**config.mk**
```make
export PLATFORM = sky130hd
export DESIGN_NAME = hms_time_counter_flat
export DESIGN_NICKNAME = d
export VERILOG_FILES = /design/src/rtl/hms_time_counter_if.sv /design/src/rtl/hms_time_counter.sv /design/src/flat_wrapper.sv
export SDC_FILE = /design/constraint.sdc
export NUM_CORES = 1
export LEC_CHECK = 0
export ABC_AREA = 1
export ABC_CLOCK_PERIOD_IN_PS = 1800
export BUFFER_PORTS_ARGS = -buffer_cell sky130_fd_sc_hd__buf_4
export CORE_UTILIZATION = 30
export CTS_BUF_LIST = sky130_fd_sc_hd__clkbuf_8
export CTS_CLUSTER_SIZE = 25
export DETAILED_ROUTE_END_ITERATION = 6
export SYNTH_ARGS = -nofsm -noshare
export SYNTH_HDL_FRONTEND = slang
export SYNTH_SLANG_ARGS = --single-unit
```
**constraint.sdc**
```tcl
create_clock -name clk_i -period 1.8 [get_ports clk_i]
set_clock_uncertainty 0.2 [all_clocks]
set_input_delay 0.18 -clock clk_i [delete_from_list [all_inputs] [get_ports clk_i]]
set_output_delay 0.18 -clock clk_i [all_outputs]
set_load 0.02 [all_outputs]
```
**src/rtl/hms_time_counter_if.sv**
```systemverilog
// Bundles the time-of-day counter's set/tick inputs and BCD display outputs.
// The master side drives tick/run/set levels; the counter is the slave.
interface hms_time_counter_if;
    logic       tick_1hz;
    logic       run;
    logic       inc_min;
    logic       inc_hour;
    logic [3:0] sec_ones;
    logic [2:0] sec_tens;
    logic [3:0] min_ones;
    logic [2:0] min_tens;
    logic [3:0] hr_ones;
    logic [1:0] hr_tens;
    logic       pm;
    logic       sec_pulse;

    modport master (
        output tick_1hz, run, inc_min, inc_hour,
        input  sec_ones, sec_tens, min_ones, min_tens, hr_ones, hr_tens, pm, sec_pulse
    );

    modport slave (
        input  tick_1hz, run, inc_min, inc_hour,
        output sec_ones, sec_tens, min_ones, min_tens, hr_ones, hr_tens, pm, sec_pulse
    );
endinterface

```
**src/rtl/hms_time_counter.sv**
```systemverilog
// BCD time-of-day counter driven by the 1 Hz divider output, with +1 minute /
// +1 hour set inputs, 12 h or 24 h display and a one-cycle seconds strobe.
module hms_time_counter #(
    parameter int HOURS_24 = 1
) (
    input  logic              clk_i,
    input  logic              reset_i,
    hms_time_counter_if.slave bus
);

    localparam logic       MODE24      = (HOURS_24 != 0);
    localparam logic [1:0] HR_TENS_RST = MODE24 ? 2'd0 : 2'd1;
    localparam logic [3:0] HR_ONES_RST = MODE24 ? 4'd0 : 4'd2;

    // Two-digit 00..59 increment; result is {wrap, tens, ones}.
    function automatic logic [7:0] inc_sexa(input logic [3:0] ones, input logic [2:0] tens);
        logic [7:0] r;
        if (ones != 4'd9)
            r = {1'b0, tens, ones + 4'd1};
        else if (tens != 3'd5)
            r = {1'b0, tens + 3'd1, 4'd0};
        else
            r = {1'b1, 3'd0, 4'd0};
        return r;
    endfunction

    // Hour increment with mode wrap; result is {pm, tens, ones}.
    function automatic logic [6:0] inc_hr(input logic [1:0] tens, input logic [3:0] ones,
                                          input logic pm);
        logic [6:0] r;
        if (MODE24) begin
            if (tens == 2'd2 && ones == 4'd3)
                r = {1'b0, 2'd0, 4'd0};
            else if (ones == 4'd9)
                r = {1'b0, tens + 2'd1, 4'd0};
            else
                r = {1'b0, tens, ones + 4'd1};
        end else begin
            if (tens == 2'd1 && ones == 4'd2)
                r = {pm, 2'd0, 4'd1};
            else if (tens == 2'd1 && ones == 4'd1)
                r = {~pm, 2'd1, 4'd2};
            else if (ones == 4'd9)
                r = {pm, 2'd1, 4'd0};
            else
                r = {pm, tens, ones + 4'd1};
        end
        return r;
    endfunction

    logic       tick_q, inc_min_q, inc_hour_q;
    logic [3:0] sec_ones_q, sec_ones_d;
    logic [2:0] sec_tens_q, sec_tens_d;
    logic [3:0] min_ones_q, min_ones_d;
    logic [2:0] min_tens_q, min_tens_d;
    logic [3:0] hr_ones_q,  hr_ones_d;
    logic [1:0] hr_tens_q,  hr_tens_d;
    logic       pm_q,       pm_d;
    logic       sec_pulse_q, sec_pulse_d;

    logic       tick_rise, min_rise, hour_rise, do_sec;
    logic [7:0] sec_nx, min_nx;
    logic [6:0] hr_nx;

    assign tick_rise = bus.tick_1hz & ~tick_q;
    assign min_rise  = bus.inc_min  & ~inc_min_q;
    assign hour_rise = bus.inc_hour & ~inc_hour_q;
    // Any set edge wins over a simultaneous tick; the tick is simply lost.
    assign do_sec    = tick_rise & bus.run & ~min_rise & ~hour_rise;

    assign sec_nx = inc_sexa(sec_ones_q, sec_tens_q);
    assign min_nx = inc_sexa(min_ones_q, min_tens_q);
    assign hr_nx  = inc_hr(hr_tens_q, hr_ones_q, pm_q);

    always_comb begin
        sec_ones_d  = sec_ones_q;
        sec_tens_d  = sec_tens_q;
        min_ones_d  = min_ones_q;
        min_tens_d  = min_tens_q;
        hr_ones_d   = hr_ones_q;
        hr_tens_d   = hr_tens_q;
        pm_d        = pm_q;
        sec_pulse_d = do_sec;

        if (do_sec) begin
            sec_tens_d = sec_nx[6:4];
            sec_ones_d = sec_nx[3:0];
            if (sec_nx[7]) begin
                min_tens_d = min_nx[6:4];
                min_ones_d = min_nx[3:0];
                if (min_nx[7]) begin
                    pm_d      = hr_nx[6];
                    hr_tens_d = hr_nx[5:4];
                    hr_ones_d = hr_nx[3:0];
                end
            end
        end

        if (min_rise) begin
            min_tens_d = min_nx[6:4];
            min_ones_d = min_nx[3:0];
            sec_tens_d = 3'd0;
            sec_ones_d = 4'd0;
        end

        if (hour_rise) begin
            pm_d      = hr_nx[6];
            hr_tens_d = hr_nx[5:4];
            hr_ones_d = hr_nx[3:0];
        end
    end

    always_ff @(posedge clk_i or negedge reset_i) begin
        if (!reset_i) begin
            tick_q      <= 1'b1;
            inc_min_q   <= 1'b1;
            inc_hour_q  <= 1'b1;
            sec_ones_q  <= 4'd0;
            sec_tens_q  <= 3'd0;
            min_ones_q  <= 4'd0;
            min_tens_q  <= 3'd0;
            hr_ones_q   <= HR_ONES_RST;
            hr_tens_q   <= HR_TENS_RST;
            pm_q        <= 1'b0;
            sec_pulse_q <= 1'b0;
        end else begin
            tick_q      <= bus.tick_1hz;
            inc_min_q   <= bus.inc_min;
            inc_hour_q  <= bus.inc_hour;
            sec_ones_q  <= sec_ones_d;
            sec_tens_q  <= sec_tens_d;
            min_ones_q  <= min_ones_d;
            min_tens_q  <= min_tens_d;
            hr_ones_q   <= hr_ones_d;
            hr_tens_q   <= hr_tens_d;
            pm_q        <= pm_d;
            sec_pulse_q <= sec_pulse_d;
        end
    end

    assign bus.sec_ones  = sec_ones_q;
    assign bus.sec_tens  = sec_tens_q;
    assign bus.min_ones  = min_ones_q;
    assign bus.min_tens  = min_tens_q;
    assign bus.hr_ones   = hr_ones_q;
    assign bus.hr_tens   = hr_tens_q;
    assign bus.pm        = pm_q;
    assign bus.sec_pulse = sec_pulse_q;

endmodule

```
**src/flat_wrapper.sv**
```systemverilog
// flat-port wrapper written by rule: the top's interface ports become plain ports
module hms_time_counter_flat 
#(
    parameter int HOURS_24 = 1
)
  (clk_i, reset_i, bus_tick_1hz, bus_run, bus_inc_min, bus_inc_hour, bus_sec_ones, bus_sec_tens, bus_min_ones, bus_min_tens, bus_hr_ones, bus_hr_tens, bus_pm, bus_sec_pulse);
  hms_time_counter_if bus_i ();
  input  logic clk_i;
  input  logic reset_i;
  input wire logic [$bits(bus_i.tick_1hz)-1:0] bus_tick_1hz;
  input wire logic [$bits(bus_i.run)-1:0] bus_run;
  input wire logic [$bits(bus_i.inc_min)-1:0] bus_inc_min;
  input wire logic [$bits(bus_i.inc_hour)-1:0] bus_inc_hour;
  output wire logic [$bits(bus_i.sec_ones)-1:0] bus_sec_ones;
  output wire logic [$bits(bus_i.sec_tens)-1:0] bus_sec_tens;
  output wire logic [$bits(bus_i.min_ones)-1:0] bus_min_ones;
  output wire logic [$bits(bus_i.min_tens)-1:0] bus_min_tens;
  output wire logic [$bits(bus_i.hr_ones)-1:0] bus_hr_ones;
  output wire logic [$bits(bus_i.hr_tens)-1:0] bus_hr_tens;
  output wire logic [$bits(bus_i.pm)-1:0] bus_pm;
  output wire logic [$bits(bus_i.sec_pulse)-1:0] bus_sec_pulse;
  assign bus_i.tick_1hz = bus_tick_1hz;
  assign bus_i.run = bus_run;
  assign bus_i.inc_min = bus_inc_min;
  assign bus_i.inc_hour = bus_inc_hour;
  assign bus_sec_ones = bus_i.sec_ones;
  assign bus_sec_tens = bus_i.sec_tens;
  assign bus_min_ones = bus_i.min_ones;
  assign bus_min_tens = bus_i.min_tens;
  assign bus_hr_ones = bus_i.hr_ones;
  assign bus_hr_tens = bus_i.hr_tens;
  assign bus_pm = bus_i.pm;
  assign bus_sec_pulse = bus_i.sec_pulse;
  hms_time_counter #(.HOURS_24(HOURS_24)) u_core (.clk_i(clk_i), .reset_i(reset_i), .bus(bus_i));
endmodule
```
Yosys cells after proc, flatten, opt, wreduce, memory -nomap -nowiden:

Index checks and enable logic that the tools add are counted.

* reduce and logical (&&, ||, !) cells: 9
* eq/ne operators: 8
* bitwise operators: 11
* multiplexer cells: 28
* add/sub/neg operators: 6

Operators with widths (count)
* 4-bit 2-to-1 mux: 9
* 8-bit 2-to-1 mux: 4
* 3-bit 2-to-1 mux: 5
* 4-bit by 1-bit adder with 4-bit output, second input constant: 3
* 2-bit nonzero test: 5
* 2-bit 2-to-1 mux: 4
* 4-bit != test, second input constant: 2
* 7-bit 2-to-1 mux: 1
* 3-bit by 1-bit adder with 3-bit output, second input constant: 2
* 1-bit bitwise AND: 6
* 6-bit 2-to-1 mux: 1
* 3-bit != test, second input constant: 2
* 1-bit NOT: 5
* 4-bit by 2-bit == test with 1-bit output, second input constant: 1
* 4-bit == test, second input constant: 1
* 1-bit 2-to-1 mux: 4
* 2-bit AND reduction: 2
* 3-bit AND reduction: 1
* 2-bit by 1-bit adder with 2-bit output, second input constant: 1
* 2-bit == test, second input constant: 1
* 2-bit by 1-bit != test with 1-bit output, second input constant: 1
* 1-bit logical AND: 1

* flip-flop bits (word level): 25
* output and inout bits: 22
* input bits: 6

Depth between registers and ports, before layout:

Gate-level depths: netlist of the first run.

* word-level depth: 7
* mapped depth: 10

Worst setup path after synthesis of the first run:

Ideal clock, no wire load.

* kind: reg-to-reg
* from: register u_core.hr_ones_q[0], in the netlist u_core.bus.hr_ones[0]
* to: register u_core.hr_tens_q[0], in the netlist u_core.bus.hr_tens[0]
* data required time: 1.483 ns
* slack: 0.141 ns
* arrival: 1.342 ns
* cell stages (with the launch flop): 9
* library setup time: 0.117 ns
* period minus slack after synthesis: 1.659 ns
* buffers on the path: 0
* cells stage by stage: dfrtp_1 ha_1 nand2_1 nor2_1 nor2_1 nor2_1 nand2_1 nand2_1 nand2_1

* longest elaborated chain between the ends: 7
* elaborated cells on any way between the ends: 9
* classes of those cells: eq/ne (2); mux (6); reduce/logical (1)

Ends and longest elaborated chain
* start: declaration: line hms_time_counter.sv:56 `logic [3:0] hr_ones_q, hr_ones_d;`
* start signal: assignment: line hms_time_counter.sv:134 `hr_ones_q <= hr_ones_d;`
* 4-bit == test / 4-bit by 2-bit == test with 1-bit output (equally long branches): line hms_time_counter.sv:34, hms_time_counter.sv:32
* 6-bit 2-to-1 mux / 1-bit logical AND (equally long branches): line hms_time_counter.sv:34, hms_time_counter.sv:32
* 7-bit 2-to-1 mux (*): line hms_time_counter.sv:32 `if (tens == 2'd2 && ones == 4'd3)`
* 2-bit 2-to-1 mux: line hms_time_counter.sv:91 `if (min_nx[7]) begin`
* 2-bit 2-to-1 mux: line hms_time_counter.sv:88 `if (sec_nx[7]) begin`
* 2-bit 2-to-1 mux: line hms_time_counter.sv:85 `if (do_sec) begin`
* 2-bit 2-to-1 mux (*): line hms_time_counter.sv:106 `if (hour_rise) begin`
* end signal: assignment: line hms_time_counter.sv:135 `hr_tens_q <= hr_tens_d;`
* end: declaration: line hms_time_counter.sv:57 `logic [1:0] hr_tens_q, hr_tens_d;`

Every way passes the cells marked *; elsewhere a longest branch is shown, timed or not. The select of a mux whose other input is x is not followed.
A chain may end at the register's enable or synchronous reset.

Worst setup path after layout of the first run:

* from: input bus_inc_min
* to: register u_core.sec_tens_q[0], in the netlist u_core.bus.sec_tens[0]

* longest elaborated chain between the ends: 6
* elaborated cells on any way between the ends: 8
* classes of those cells: eq/ne (1); mux (1); bitwise (4); reduce/logical (2)

Ends and longest elaborated chain
* start: declaration: line flat_wrapper.sv:12 `input wire logic [$bits(bus_i.inc_min)-1:0] bus_inc_min;`
* 1-bit bitwise AND (*): line hms_time_counter.sv:66 `assign min_rise = bus.inc_min & ~inc_min_q;`
* 1-bit NOT: line hms_time_counter.sv:69 `assign do_sec = tick_rise & bus.run & ~min_rise & ~hour_rise;`
* 1-bit bitwise AND (2 in series): line hms_time_counter.sv:69
* 2-bit nonzero test (no source line)
* 2-bit AND reduction (no source line)
* end signal: assignment: line hms_time_counter.sv:131 `sec_tens_q <= sec_tens_d;`
* end: declaration: line hms_time_counter.sv:53 `logic [2:0] sec_tens_q, sec_tens_d;`

Every way passes the cells marked *; elsewhere a longest branch is shown, timed or not.

==> results of run 1 <==
-- area by class of cell --
class / count / area, um2 / area share
Tap cell: 52 / 65.1 / 0.0362
Clock buffer: 4 / 55.1 / 0.0306
Multi-Input combinational cell: 135 / 717 / 0.399
Inverter: 22 / 82.6 / 0.0460
Sequential cell: 24 / 604 / 0.336
Timing Repair Buffer: 35 / 273 / 0.152
-- metrics by stage --
step / total power (W) / cell area [um2] / util / cells
after floorplan: 0.000894 / 1390 / - / 181
after global placement: 0.00105 / 1670 / 0.379 / 262
after detailed placement: 0.00105 / 1670 / 0.379 / 262
after CTS: 0.00143 / 1770 / 0.400 / 270
after global routing: 0.00151 / 1800 / 0.407 / 272
final: 0.00141 / 1800 / 0.407 / 272
-- critical path: cells and delay by family --
family          cells  cell delay, ps
buf+inv             3             740
simple gates        6             600
compound gates      1              80
-- worst max path at each step --
stage | startpoint | endpoint | slack, ps
6_report | bus_inc_min | u_core.bus.sec_tens[0] | 130
5_1_grt | u_core.bus.sec_ones[1] | u_core.bus.hr_ones[2] | 2
4_1_cts | bus_inc_hour | u_core.bus.min_ones[1] | 60
3_5_place_dp | u_core.inc_min_q | u_core.bus.sec_tens[0] | 140
3_3_place_gp | u_core.inc_min_q | u_core.bus.min_tens[1] | 150
2_1_floorplan | u_core.bus.hr_ones[0] | u_core.bus.hr_tens[0] | 140
-- what timing repair did --
action,CTS,global route
buffers inserted,0,1
gates resized for setup,0,4
endpoints found under the setup margin,0,18
hold buffers,4,0
endpoints found under the hold margin,27,0
-- placed cells by master (no fill, tap or decap) --
cell type and count:
and2_1 1, nor2_1 19, nor2_4 3, nor3_1 2
o21ai_1 4, clkbuf_8 4, o21bai_2 1, o21bai_1 1
nand2_1 50, or2_2 1, nor2_2 1, a21oi_1 3
nand2_4 2, nand2_8 1, nand4_1 4, xnor2_1 2
dfrtp_1 21, dfstp_2 3, inv_2 4, dlygate4sd3_1 4
inv_1 18, o21a_1 1, o21ai_0 4, buf_4 31
ha_1 5, xor2_1 3, conb_1 1, nand3_1 21
nand2_2 5
-- sequential cells by signal (all words and copies together), names as in the netlist --
register              flops
u_core.bus.hr_ones        4
u_core.bus.min_ones       4
u_core.bus.sec_ones       4
u_core.bus.min_tens       3
u_core.bus.sec_tens       3
u_core.bus.hr_tens        2
u_core.bus.sec_pulse      1
u_core.inc_hour_q         1
u_core.inc_min_q          1
u_core.tick_q             1
-- report_power, final --
part / internal (W) / switching, W
clock network: 0.000195 / 0.000163
logic: 0.000170 / 0.000226
registers: 0.000598 / 0.0000628
-- routing by layer --
metal	track usage	share of wire	vias to the layer above
met2	0.199	0.46	11
met1	0.153	0.51	516
li1	-	-	650
met3	0.0188	0.025	2
met4	0.0267	0.0055	0
met5	0	0	-
-- cell families (layout without fill, tap and decap cells) --
| kind of cell | count (synthesis) | in the layout |
|---|---|---|
| compound gates | 14 | 14 |
| xor+xnor | 5 | 5 |
| fa+ha+maj | 5 | 5 |
| buf+inv | 23 | 61 |
| flops | 24 | 24 |
| other cells | 1 | 1 |
| simple gates | 109 | 110 |
==> run metrics, run 1 <==
largest net degree at the start of global routing=25; Slowest cell on crit path=dlygate4sd3_1; post-synthesis simple-gate area fraction=0.362; Synth top cells by count=50 x nand2_1, 21 x dfrtp_1, 21 x nand3_1, 20 x nor2_1, 19 x inv_1; GRT Total Usage=0.116; top-count cell post-synth=nand2_1; global placer's final weighted congestion=0.741; number of distinct library cells after synthesis=26; CORE AREA=4410 um2; Worst VDD drop=0.000418 V; Power Density=787 nW/um2; Post-Syn Instances=181; CP max FO=8; Top-Level Pins=28; Most used DFF post-synth=dfrtp_1; setup violators final=0; Vias/cell=4.33; r2r setup slk=130 ps; Leakage=0.957 nW; total of max-cap violations=0; r2r endpoint=u_core.bus.sec_tens[0]; fin. max-slew vios=0; post-synthesis adder-cell area fraction=0.0450; Synth Register Bits=24; Post-synth EDFFs=0; DR iter-0 viols=37; First-pass DRT Iterations=4; Synth area leader=dfrtp_1; post-route ant nets=0; antenna cell count=0; max incr delay on CP=530 ps; status=complete, no violations; DRC viols=0; CP Class=input port to register; antenna violations before repair=0; Worst setup SP type=input port; Post-Syn Area per Cell=7.67 um2; PnR worst setup slack=125 ps; CTS Buffer Depth=2; Hold WC Path Type=input port to async pin; asr flop ratio synth=1.00; die area=4910 um2; clock sinks=24; pre-CTS setup slack=141 ps; CTS tree=yes; CTS buffer count=3; CP Capture Type=register; via count=1179; Clk Tree Root Cell=clkbuf_8; Final nets=232; Reg clk slew, reported paths=80 ps; Worst EP arrival=1610 ps; largest family of logic cells by synthesized area=simple AND/OR/NAND/NOR gates; cell row count=24; Syn. warnings=0; routed wire length=2740 um; fraction of synthesized area in multiplexers=0; Reg2Reg Depth=9; Post-DP HPWL=2070 um; Area growth, synth to finish=29.4%; setup TNS after final layout=0 ps; Fill cells=467; first-pass GRT wire length=4710 um; worst path cell trace=dlygate4sd3_1 -> buf_4 -> nand2_8 -> inv_2 -> nor2_4 -> nand2_2 -> nand2_4 -> nand2_1 -> nand2_1 -> o21ai_0; top cell type's share of synthesized area=0.378; Synth area leaders=dfrtp_1 38%, nand2_1 14%, nand3_1 7.6%; Die Wd=70.0 um; worst flop-to-flop path startpoint=u_core.inc_min_q; global route overflow=0; proportion of layout cells with a drive suffix above 1=0.255; Final Critical Period=1670 ps; WL per Instance=10.1 um; register area share after synthesis=0.435; H-Tree Depth=1; chip height=70.0 um; Port-buffer cells=26; syn_nets=192; Worst-Skew Late Latency=260 ps; Final Hold Fails=0; post-synthesis xor/xnor area fraction=0.0315; unrepaired setup endpoints after global routing=false; Compound-Gate Fraction of Synth Area=0.0586; ratio of final minimum period to clock period=0.930; hold slack=151 ps; CP most frequent cell=nand2_1; vias in the first global route=1093; Critical Path RT=1740 ps; Starting Density=0.315; fmax=597 MHz; mapped cell area=1390 um2
Note: power is estimated with default switching activity, not from simulation.
==> run 2: changes to the inputs <==
Settings changed: ABC_CLOCK_PERIOD_IN_PS 1800 to 1450.
Clock period 1.8 ns to 1.45 ns, I/O delays scaled along.
==> run 2 against run 1 <==
  * First-iteration DRC count grew 84%
  * The flow now finishes with violations (negative setup slack)
  * Sequential cell count is the same
  * Routed wire length grew 18%
  * Total power grew 48%
  * Global-route usage grew 3.2 points
  * Register-to-register slack lost 260 ps
  * Worst setup slack lost 260 ps
  * Sequential power grew 21%
  * Non-clock buffer count grew 28
  * Clock power grew 69%
  * Via count grew 14%
==> run metrics, run 2 (synthesis results as in run 1) <==
status=finished, violations left; failing checks=negative setup slack; CTS buffer count=3 (unchanged); GRT Total Usage=0.148 (+0.0320); H-Tree Depth=1 (unchanged); Clk Tree Root Cell=clkbuf_8; Vias/cell=4.50 (+3.7%); CP Class=register to register; DR iter-0 viols=68 (+84%); cell row count=24 (unchanged); DRC viols=0 (unchanged); unrepaired setup endpoints after global routing=true; Reg2Reg Depth=9 (unchanged); Worst EP arrival=1560 ps (-50 ps); First-pass DRT Iterations=4 (unchanged); CTS tree=yes; Area growth, synth to finish=54.7%; Die Wd=70.0 um (unchanged); Top-Level Pins=28 (unchanged); Port-buffer cells=26 (unchanged); chip height=70.0 um (unchanged); area of the multi-input gates=816 um2 (+14%); Post-DP HPWL=2460 um (+19%); proportion of layout cells with a drive suffix above 1=0.444 (+0.189); Worst setup SP type=register; setup violators final=20 (+20); Critical Path RT=1420 ps (-320 ps); global route overflow=0 (unchanged); Final nets=260 (+12%); vias in the first global route=1348 (+23%); CORE AREA=4410 um2 (unchanged); Fill cells=446 (-4.5%); Leakage=1.14 nW (+19%); Starting Density=0.315 (unchanged); Final Hold Fails=0 (unchanged); CP max FO=7 (-1); ratio of final minimum period to clock period=1.10; Reg clk slew, reported paths=90 ps (about the same); CTS Buffer Depth=2 (unchanged); hold slack=101 ps (-49.2 ps); fin. max-slew vios=0 (unchanged); first-pass GRT wire length=5890 um (+25%); via count=1349 (+14%); post-route ant nets=0 (unchanged); Hold WC Path Type=input port to async pin; routed wire length=3230 um (+18%); total of max-cap violations=0 (unchanged); CP Capture Type=register; r2r endpoint=u_core.bus.min_ones[3]; worst flop-to-flop path startpoint=u_core.bus.sec_ones[1]; commonest non-fill, non-tap cells in the layout=56 x buf_4, 42 x nand2_1, 18 x nand3_1; Sequential cell area=609 um2 (+0.83%); Power Density=971 nW/um2 (+23%); fmax=629 MHz; clock sinks=24 (unchanged); largest net degree at the start of global routing=25 (unchanged); pre-CTS setup slack=-114 ps (-254 ps); Worst VDD drop=0.000722 V (+72%); antenna violations before repair=0 (unchanged); global placer's final weighted congestion=0.828 (+12%); antenna cell count=0 (unchanged); r2r setup slk=-140 ps (-260 ps); die area=4910 um2 (unchanged); PnR worst setup slack=-139 ps (-264 ps); Final Critical Period=1590 ps; WL per Instance=10.8 um (+6.6%); Worst-Skew Late Latency=270 ps (about the same); most common cell after layout, fill and taps aside=buf_4
-- run 2: worst max path at each step --
stage / start / end / slack, ps / cells past startpoint
final: u_core.bus.sec_ones[1] / u_core.bus.min_ones[3] / -140 / 9
after global routing: u_core.bus.sec_ones[1] / u_core.bus.min_tens[0] / -210 / 9
after CTS: u_core.bus.sec_ones[1] / u_core.bus.hr_tens[0] / -120 / 9
after detailed placement: u_core.bus.sec_ones[1] / u_core.bus.hr_ones[2] / -110 / 9
after global placement: u_core.bus.sec_ones[1] / u_core.bus.hr_ones[1] / -90 / 9
after floorplan: u_core.bus.sec_ones[1] / u_core.bus.hr_tens[0] / -120 / 9
-- run 2: cell type report --
class | instances | area share
multi-input cells | 135 | 0.380
flip-flops and latches | 24 | 0.284
repair buffers | 63 | 0.230
inverters | 22 | 0.0431
well taps | 52 | 0.0303
clock buffers | 3 | 0.0192
clock inverters | 1 | 0.0140
-- run 2: critical path, stage by stage (launching register included) --
cell and delay [ps]:
dfrtp_2 410, inv_2 70, ha_4 130, nand2_4 50
nor2_4 180, nand2_4 100, nand2_4 130, nand2_4 90
nand2_1 60, o21ai_1 60
-- run 2: metrics by stage --
stage                     instances  power, W  TNS, ps  utilization  area, um2
after detailed placement        290   0.00146    -1730        0.440       1940
after CTS                       300   0.00209    -1690        0.480       2120
after global placement          290   0.00144    -1210        0.440       1940
after floorplan                 181   0.00114    -1880            -       1450
final                           300   0.00209    -1880        0.487       2150
after global routing            300   0.00220    -3610        0.487       2150
-- run 2: timing repair --
item / in CTS / in global routing
hold endpoints to repair: 27 / 0
cloned: 1 / 0
setup buffers: 1 / 0
endpoints found under the setup margin: 21 / 21
gates resized for setup: 12 / 10
hold buffers: 4 / 0
pin swaps: 8 / 5
-- run 2: report_power, final --
part	internal (W)	switching (W)
clock network	0.000369	0.000233
registers	0.000745	0.0000524
logic	0.000320	0.000366
total	0.00143	0.000651
-- run 2: metal layers --
| metal | part of all wire | track usage | vias to the layer above |
|---|---|---|---|
| met4 | 0.011 | 0.0578 | 0 |
| met2 | 0.45 | 0.239 | 29 |
| met3 | 0.038 | 0.0216 | 4 |
| met1 | 0.50 | 0.199 | 605 |
| li1 | - | - | 711 |
| met5 | 0 | 0 | - |
==> run 3: changes to the inputs <==
Settings changed: RECOVER_POWER from default to 50.
==> run 3 against run 2 <==
  * The run still ends with negative setup slack left
  * Die area is the same
  * Worst hold slack gained 110 ps
  * Core utilization down 0.23 points
  * Combinational power about the same
  * Global-route usage did not move
  * Critical endpoint unchanged
==> run metrics, run 3 (synthesis results as in run 1) <==
largest net degree at the start of global routing=25 (unchanged); post-route ant nets=0 (unchanged); die area=4910 um2 (unchanged); Die Wd=70.0 um (unchanged); Worst setup SP type=register; H-Tree Depth=1 (unchanged); Reg clk slew, reported paths=90 ps (about the same); clock sinks=24 (unchanged); Final nets=260 (unchanged); Port-buffer cells=26 (unchanged); Worst-Skew Late Latency=270 ps (about the same); commonest non-fill, non-tap cells in the layout=52 x buf_4, 42 x nand2_1, 18 x nand3_1; First-pass DRT Iterations=4 (unchanged); CTS buffer count=3 (unchanged); Vias/cell=4.51 (+0.22%); setup violators final=20 (unchanged); Final Critical Period=1590 ps (+1.44 ps); total of max-cap violations=0 (unchanged); Post-DP HPWL=2460 um (unchanged); Slowest cell on crit path=dfrtp_2; unrepaired setup endpoints after global routing=true; CORE AREA=4410 um2 (unchanged); chip height=70.0 um (unchanged); Starting Density=0.315 (unchanged); Final Hold Fails=0 (unchanged); vias in the first global route=1348 (unchanged); via count=1352 (+0.22%); delay-heaviest family, CP=simple AND/OR/NAND/NOR gates; hold slack=207 ps (+106 ps); CP Class=register to register; Top-Level Pins=28 (unchanged); Worst VDD drop=0.000709 V (-1.7%); antenna cell count=0 (unchanged); Worst EP arrival=1560 ps (about the same); max incr delay on CP=410 ps (about the same); CTS tree=yes; Leakage=1.13 nW (-0.71%); fmax=629 MHz (about the same); Post-Layout Inst Area=2140 um2 (-0.47%); CP max FO=7 (unchanged); dpl cell area=1940 um2 (unchanged); Fill cells=447 (+0.22%); Hold WC Path Type=input port to async pin; PnR worst setup slack=-141 ps (-1.44 ps); fin. max-slew vios=0 (unchanged); GRT Total Usage=0.148 (unchanged); ratio of final minimum period to clock period=1.10 (about the same); DR iter-0 viols=69 (+1.5%); routed wire length=3230 um (+0.15%); global placer's final weighted congestion=0.828 (unchanged); most common cell after layout, fill and taps aside=buf_4; first-pass GRT wire length=5890 um (unchanged); CP most frequent cell=nand2_4; Area growth, synth to finish=54.0%; Slew @ Worst Pin=612 ps; global route overflow=0 (unchanged); proportion of layout cells with a drive suffix above 1=0.435 (-0.00806); worst path cell trace=inv_2 -> ha_4 -> nand2_4 -> nor2_4 -> nand2_4 -> nand2_4 -> nand2_4 -> nand2_1 -> o21ai_1; antenna violations before repair=0 (unchanged); failing checks=negative setup slack; count of buffer and inverter cells on the critical path=1 (unchanged); status=finished, violations left; Clk Tree Root Cell=clkbuf_8; Slew headroom=0.592; CP Capture Type=register; Power Density=974 nW/um2 (+0.30%); CTS Buffer Depth=2 (unchanged); DRC viols=0 (unchanged); cell row count=24 (unchanged); Critical Path RT=1420 ps (about the same); WL per Instance=10.8 um (+0.15%)
[run 3: changes by cell type in the layout (fill, tap and decap cells not counted), sizes merged]
cell and delta:
clkbuf +4, buf -4
[run 3: worst paths after layout]
check                                        from                      to  slack, ps  depth (start not counted)
max                        u_core.bus.sec_ones[1]  u_core.bus.min_ones[3]       -140                          9
min                                       reset_i   u_core.bus.hr_ones[3]        210                          2
max reg2reg                u_core.bus.sec_ones[1]  u_core.bus.min_ones[3]       -140                          9
min reg2reg                 u_core.bus.hr_tens[1]   u_core.bus.hr_tens[1]        390                          3
max in group asynchronous                 reset_i  u_core.bus.sec_ones[1]        410                          2
min in group clk_i                    bus_inc_min  u_core.bus.sec_tens[0]        230                          7
[run 3: through the flow]
stage               std cells  setup TNS, ps  setup WS (ps)  power (W)  utilization
floorplan                 181          -1880           -117    0.00114            -
global placement          290          -1210          -86.1    0.00144        0.440
detailed placement        290          -1730           -114    0.00146        0.440
CTS                       300          -1690           -117    0.00209        0.480
global route              300          -3610           -213    0.00219        0.484
finish                    300          -1910           -141    0.00208        0.484
[run 3: power breakdown]
group | internal (W) | leakage [nW] | total, W | switching [W]
sequential | 0.000745 | 0.312 | 0.000798 | 0.0000524
combinational | 0.000316 | 0.786 | 0.000682 | 0.000366
clock | 0.000369 | 0.0357 | 0.000602 | 0.000232
[run 3: layout make-up]
| cell class | count | area [um2] | share of cell area |
|---|---|---|---|
| inverters | 22 | 92.6 | 0.0433 |
| well taps | 52 | 65.1 | 0.0304 |
| clock inverters | 1 | 30.0 | 0.0140 |
| flip-flops and latches | 24 | 609 | 0.285 |
| clock buffers | 3 | 41.3 | 0.0193 |
| multi-input cells | 135 | 816 | 0.382 |
| repair buffers | 63 | 484 | 0.226 |
[run 3: metal layers]
metal	vias to the layer above	wire [um]	global-route usage
li1	710	-	-
met4	0	37	0.0578
met1	606	1600	0.199
met3	4	130	0.0216
met2	32	1460	0.239
met5	-	0	0
[run 3: what timing repair did]
action	4_1_cts	5_1_grt
hold endpoints to repair	27	0
cloned	1	0
setup endpoints to repair	21	21
hold buffers	4	0
pin swaps	8	5
buffers inserted	1	0
resized for setup	12	10
